## config.mk

```make
export PLATFORM = sky130hd
export DESIGN_NAME = hazard_ctrl
export DESIGN_NICKNAME = d
export VERILOG_FILES = /design/src/rtl/hazard_ctrl.sv
export SDC_FILE = /design/constraint.sdc
export NUM_CORES = 1
export LEC_CHECK = 0
export ABC_AREA = 1
export CAP_MARGIN = 20
export CELL_PAD_IN_SITES_DETAIL_PLACEMENT = 1
export CELL_PAD_IN_SITES_GLOBAL_PLACEMENT = 1
export CORE_MARGIN = 2
export CORE_UTILIZATION = 37
export DETAILED_ROUTE_END_ITERATION = 16
export PLACE_DENSITY_LB_ADDON = 0.1
export REMOVE_ABC_BUFFERS = 1
export SLEW_MARGIN = 20
export SYNTH_ARGS = -nofsm -noshare
export SYNTH_HDL_FRONTEND = slang
export SYNTH_SLANG_ARGS = --single-unit
```

## constraint.sdc

```tcl
create_clock -name clk -period 1.8 [get_ports clk]
set_input_delay 0.18 -clock clk [delete_from_list [all_inputs] [get_ports clk]]
set_output_delay 0.18 -clock clk [all_outputs]
set_load 0.1 [all_outputs]
```

## src/rtl/hazard_ctrl.sv

```systemverilog
// Pipeline hazard controller: load-use stalls, branch flushes and data-memory wait
// handling with timeout, plus saturating stall/flush performance counters.
module hazard_ctrl (
    input  logic        clk,
    input  logic        reset,
    input  logic [4:0]  ifid_rn,
    input  logic [4:0]  ifid_rm,
    input  logic        ifid_uses_rm,
    input  logic [4:0]  idex_rd,
    input  logic        idex_memtoreg,
    input  logic        idex_regwrite,
    input  logic        br_taken,
    input  logic        mem_req,
    input  logic        mem_ready,
    output logic        pc_en,
    output logic        ifid_en,
    output logic        idex_en,
    output logic        exmem_en,
    output logic        memwr_en,
    output logic        ifid_flush,
    output logic        idex_bubble,
    output logic [31:0] stall_cnt,
    output logic [31:0] flush_cnt,
    output logic        mem_err,
    output logic [1:0]  state
);
    localparam int unsigned REG_W  = 5;
    localparam int unsigned CNT_W  = 32;
    localparam int unsigned WAIT_W = 4;

    localparam logic [1:0] ST_RUN      = 2'b00;
    localparam logic [1:0] ST_MEM_WAIT = 2'b01;
    localparam logic [1:0] ST_ERR      = 2'b10;

    localparam logic [REG_W-1:0]  XZR      = REG_W'(31);
    localparam logic [WAIT_W-1:0] WAIT_MAX = WAIT_W'(15);
    localparam logic [CNT_W-1:0]  CNT_MAX  = '1;

    logic [1:0]        state_q, state_d;
    logic [WAIT_W-1:0] wait_q, wait_d;
    logic              mem_err_q, mem_err_d;
    logic [CNT_W-1:0]  stall_q, flush_q;
    logic              load_use, mem_stall;

    assign state     = state_q;
    assign mem_err   = mem_err_q;
    assign stall_cnt = stall_q;
    assign flush_cnt = flush_q;

    // Hazard sources; XZR never creates a dependency.
    always_comb begin
        load_use  = idex_memtoreg && idex_regwrite && (idex_rd != XZR) &&
                    ((idex_rd == ifid_rn) || (ifid_uses_rm && (idex_rd == ifid_rm)));
        mem_stall = mem_req && !mem_ready;
    end

    // Next state and Mealy stage controls.
    always_comb begin
        state_d     = state_q;
        wait_d      = wait_q;
        mem_err_d   = mem_err_q;
        pc_en       = 1'b0;
        ifid_en     = 1'b0;
        idex_en     = 1'b0;
        exmem_en    = 1'b0;
        memwr_en    = 1'b0;
        ifid_flush  = 1'b0;
        idex_bubble = 1'b0;

        case (state_q)
            ST_RUN, ST_MEM_WAIT: begin
                if (mem_stall) begin
                    if (state_q == ST_RUN) begin
                        state_d = ST_MEM_WAIT;
                        wait_d  = '0;
                    end else if (wait_q == WAIT_MAX) begin
                        state_d   = ST_ERR;
                        mem_err_d = 1'b1;
                    end else begin
                        wait_d = wait_q + WAIT_W'(1);
                    end
                end else begin
                    state_d  = ST_RUN;
                    wait_d   = '0;
                    idex_en  = 1'b1;
                    exmem_en = 1'b1;
                    memwr_en = 1'b1;
                    if (br_taken) begin
                        pc_en       = 1'b1;
                        ifid_en     = 1'b1;
                        ifid_flush  = 1'b1;
                        idex_bubble = 1'b1;
                    end else if (load_use) begin
                        idex_bubble = 1'b1;
                    end else begin
                        pc_en   = 1'b1;
                        ifid_en = 1'b1;
                    end
                end
            end
            ST_ERR: ;
            default: begin
                state_d   = ST_ERR;
                mem_err_d = 1'b1;
            end
        endcase

        // Pipeline is frozen for the whole time reset is held.
        if (!reset) begin
            pc_en       = 1'b0;
            ifid_en     = 1'b0;
            idex_en     = 1'b0;
            exmem_en    = 1'b0;
            memwr_en    = 1'b0;
            ifid_flush  = 1'b0;
            idex_bubble = 1'b0;
        end
    end

    always_ff @(posedge clk or negedge reset) begin
        if (!reset) begin
            state_q   <= ST_RUN;
            wait_q    <= '0;
            mem_err_q <= 1'b0;
            stall_q   <= '0;
            flush_q   <= '0;
        end else begin
            state_q   <= state_d;
            wait_q    <= wait_d;
            mem_err_q <= mem_err_d;
            if (!pc_en && (stall_q != CNT_MAX)) stall_q <= stall_q + CNT_W'(1);
            if (ifid_flush && (flush_q != CNT_MAX)) flush_q <= flush_q + CNT_W'(1);
        end
    end
endmodule

```

==> results.md <==
* Synth Flop Type: dfrtp_1
* Placed inst area at roughly 6600 um2
* Final setup violation count at 0
* Clk_skew at 10.1 ps
* Status: complete, no violations
* Core Area at 12,500 um2
* Max-slew headroom at the worst pin at 65.6%
* CP max-delay cell: dfrtp_1
* Die Ht at 117 um
* Initial Utilization at between 30% and 40%
* Row count at approximately 40
* Async S/R FF share, synth at 100%
* R2R depth at 9
* FF+latch count, synth at 71
* CP delay by family, top: simple AND/OR/NAND/NOR gates
* Initial antenna violation count at 0
* Maximum vdd drop at between 0.0003 and 0.0004 V
* First-pass GRT wire length at 27,700 um
* Die X at 117 um
* WP buf/inv at 1
* Nets@finish at 898
* Hold path cells at 1
* RSZ-0062 raised after global routing: true
* Num ports at 97
* Vias in the first global route at 5,694
* Synth cell types at 29
* Post-Syn Area at between 4000 and 5000 um2
* Yosys warning total at 0
* Post-synth top area cell: dfrtp_1
* Share of the synthesized area in the top cell type at 37.7%
* Syn Inst Count at 702
* Post-route cell area at 7200 um2
* HP Class: flip-flop to flip-flop
* Final Power at 6390 uW
* DR iter-0 viols at 251
* Routed len/inst at between 15 and 20 um
* N_diodes at 0
* Max Root-Sink Buffers at 2
* CP arrival at 1990 ps
* Root Buffer: clkbuf_16
* CTS Buf Count at 9
* Clock sinks at 71
* Via-per-instance ratio at 5.11
* Crit-path max cell delay at 400 ps
* Total gr overflow at 0
* RePlAce Congestion at 0.892
* Leak at 0.00356 uW
* Largest net degree at the start of global routing at 37
* Crit path depth at 9
* Mapped Avg Cell Area at 6.72 um2
* Pre-antenna DRT Iters at 5
* Fin crit period at 1730 ps
* Port buffer count at 96
* Reg2reg setup slack at 70 ps
* Hold Fails Final Rpt at 0
* Layout cells sized above 1 at 25.0%
* Vias at 5,362
* Dpl hpwl at 12,800 um
* P&R area growth vs syn at 52.7%
* Clock-pin slew on the worst setup and hold paths at 60 ps
* Power per cell area at approximately 900 nW/um2
* Final wirelength at approximately 18,000 um
* Clock insertion delay at the later pin of the skew report at 340 ps
* GRT Util Overall at 26.1%
* Register area share after synthesis at between 30% and 40%
* Worst setup SP type: flip-flop
* Setup crit end kind: flip-flop
* Fin. max-slew vios at 0
* Worst-path fanout max at 4
* Fillers at roughly 1.6k
* CTS tree: done
* Tightest Pin Transition at 515 ps
* Final period util at 96.2%
* Die footprint at 13,700 um2
* Ranking of synthesized cells by area: dfrtp_1 (38%), nand2_1 (23%), nor2_1 (8.2%), xor2_1 (5.9%), nand4_1 (4.8%)
* Worst Path Required at 2060 ps
* Setup TNS at 0 ps
* Fmax achieved at 0.578 GHz
* DRC at 0
* EDFF count, synth at 0
* Hold slack at 475 ps
* Post-DRT Antenna Nets at 0
* Finished Layout Cells at 1,049
* Placed insts at 1,028
* # Max-Cap Violations at 0
* H-tree depth at 3
* Crit-path cells: ha_4, nand3_4, nor2_2, nand2_1, nor2_1, nand2_1, nor2_1, buf_4, xor2_1
* WS Path Type: flip-flop to flip-flop
cells in the final DEF (no fill, tap or decap), drive strengths merged:
| master | netlist | routed |
|---|---|---|
| ha | 3 | 3 |
| dlygate4sd3 | 0 | 1 |
| dlymetal6s2s | 0 | 6 |
| inv | 56 | 56 |
| nor3 | 16 | 16 |
| nor2 | 108 | 108 |
| nand3b | 17 | 17 |
| o21ai | 14 | 14 |
| nand3 | 17 | 17 |
| dfrtp | 71 | 71 |
| nand2 | 295 | 295 |
| o31ai | 1 | 1 |
| a21boi | 1 | 1 |
| xor2 | 32 | 32 |
| bufinv | 0 | 1 |
| a31o | 1 | 1 |
| dlygate4sd2 | 0 | 5 |
| xnor2 | 12 | 12 |
| clkinv | 0 | 1 |
| clkbuf | 2 | 16 |
| a22o | 1 | 1 |
| clkdlybuf4s50 | 0 | 10 |
| a21oi | 1 | 1 |
| buf | 17 | 154 |
| nor4 | 1 | 1 |
| nand4 | 36 | 36 |
area by class of cell:
class,instances,area (um2),area share (%)
Clock buffer,14,294,4.09
Clock inverter,2,35.0,0.487
Inverter,56,213,2.96
Multi-Input combinational cell,556,2780,38.6
Sequential cell,71,1780,24.8
Tap cell,172,215,2.99
Timing Repair Buffer,178,1880,26.1
kinds of logic (layout without fill, tap and decap cells):
group,Yosys count,in the layout,synth area share (%)
fa+ha+maj,3,3,0.796
buf+inv,75,250,6.95
flops,71,71,37.7
simple gates,490,490,44.1
xor+xnor,44,44,8.17
compound gates,19,19,2.28
synthesized netlist by cell type, drive strengths merged, types with 2 or more instances:
| cell | n |
|---|---|
| ha | 3 |
| nand4 | 36 |
| nand3b | 17 |
| nor2 | 108 |
| nand3 | 17 |
| dfrtp | 71 |
| o21ai | 14 |
| xor2 | 32 |
| xnor2 | 12 |
| nor3 | 16 |
| buf | 17 |
| inv | 56 |
| nand2 | 295 |
| clkbuf | 2 |
worst reg2reg max path, stage by stage (launching register included):
cell and delay, ps:
dfrtp_1 400, ha_4 170, nand3_4 110, nor2_2 190, nand2_1 130, nor2_1 160, nand2_1 80, nor2_1 140
buf_4 130, xor2_1 140
where the power goes:
part	internal [uW]	switching, uW	total (uW)
sequential	1750	191	1940
clock	1260	720	1980
combinational	760	1710	2470
total	3770	2620	6390
flip-flops by register name, indices dropped and copies added, names as in the netlist:
signal and count:
state 2, wait_q 4, flush_cnt 32, mem_err 1
stall_cnt 32
per-stage QoR:
step | utilization, % | worst slack (ps)
final | 57.5 | 68.9
after global routing | 57.5 | -23.2
after CTS | 55.4 | 7.46
after detailed placement | 52.5 | -224
after global placement | 52.5 | -43.3
after floorplan | - | -3550
per-layer routing:
metal / routed length [um] / share of wire [%] / GRT usage [%]
met1: 7310 / 41 / 30.1
met2: 9370 / 52 / 48.0
met3: 564 / 3.2 / 4.84
met4: 605 / 3.4 / 9.73
met5: 0 / 0 / 0
repair_timing:
item / CTS / global route
resized for setup: 15 / 52
hold buffers: 1 / 0
gates cloned: 0 / 3
pin swaps: 2 / 12
setup endpoints to repair: 31 / 67
setup buffers: 1 / 1
hold endpoints to repair: 35 / 0
worst paths after layout:
kind / end / start
setup / recovery: flush_cnt[24] / flush_cnt[1]
min in group asynchronous: stall_cnt[2] / reset
max in group asynchronous: flush_cnt[6] / reset
hold / removal: mem_err / mem_err
hold reg to reg: mem_err / mem_err
setup reg to reg: flush_cnt[24] / flush_cnt[1]
Power figures use the tool's default switching activity.
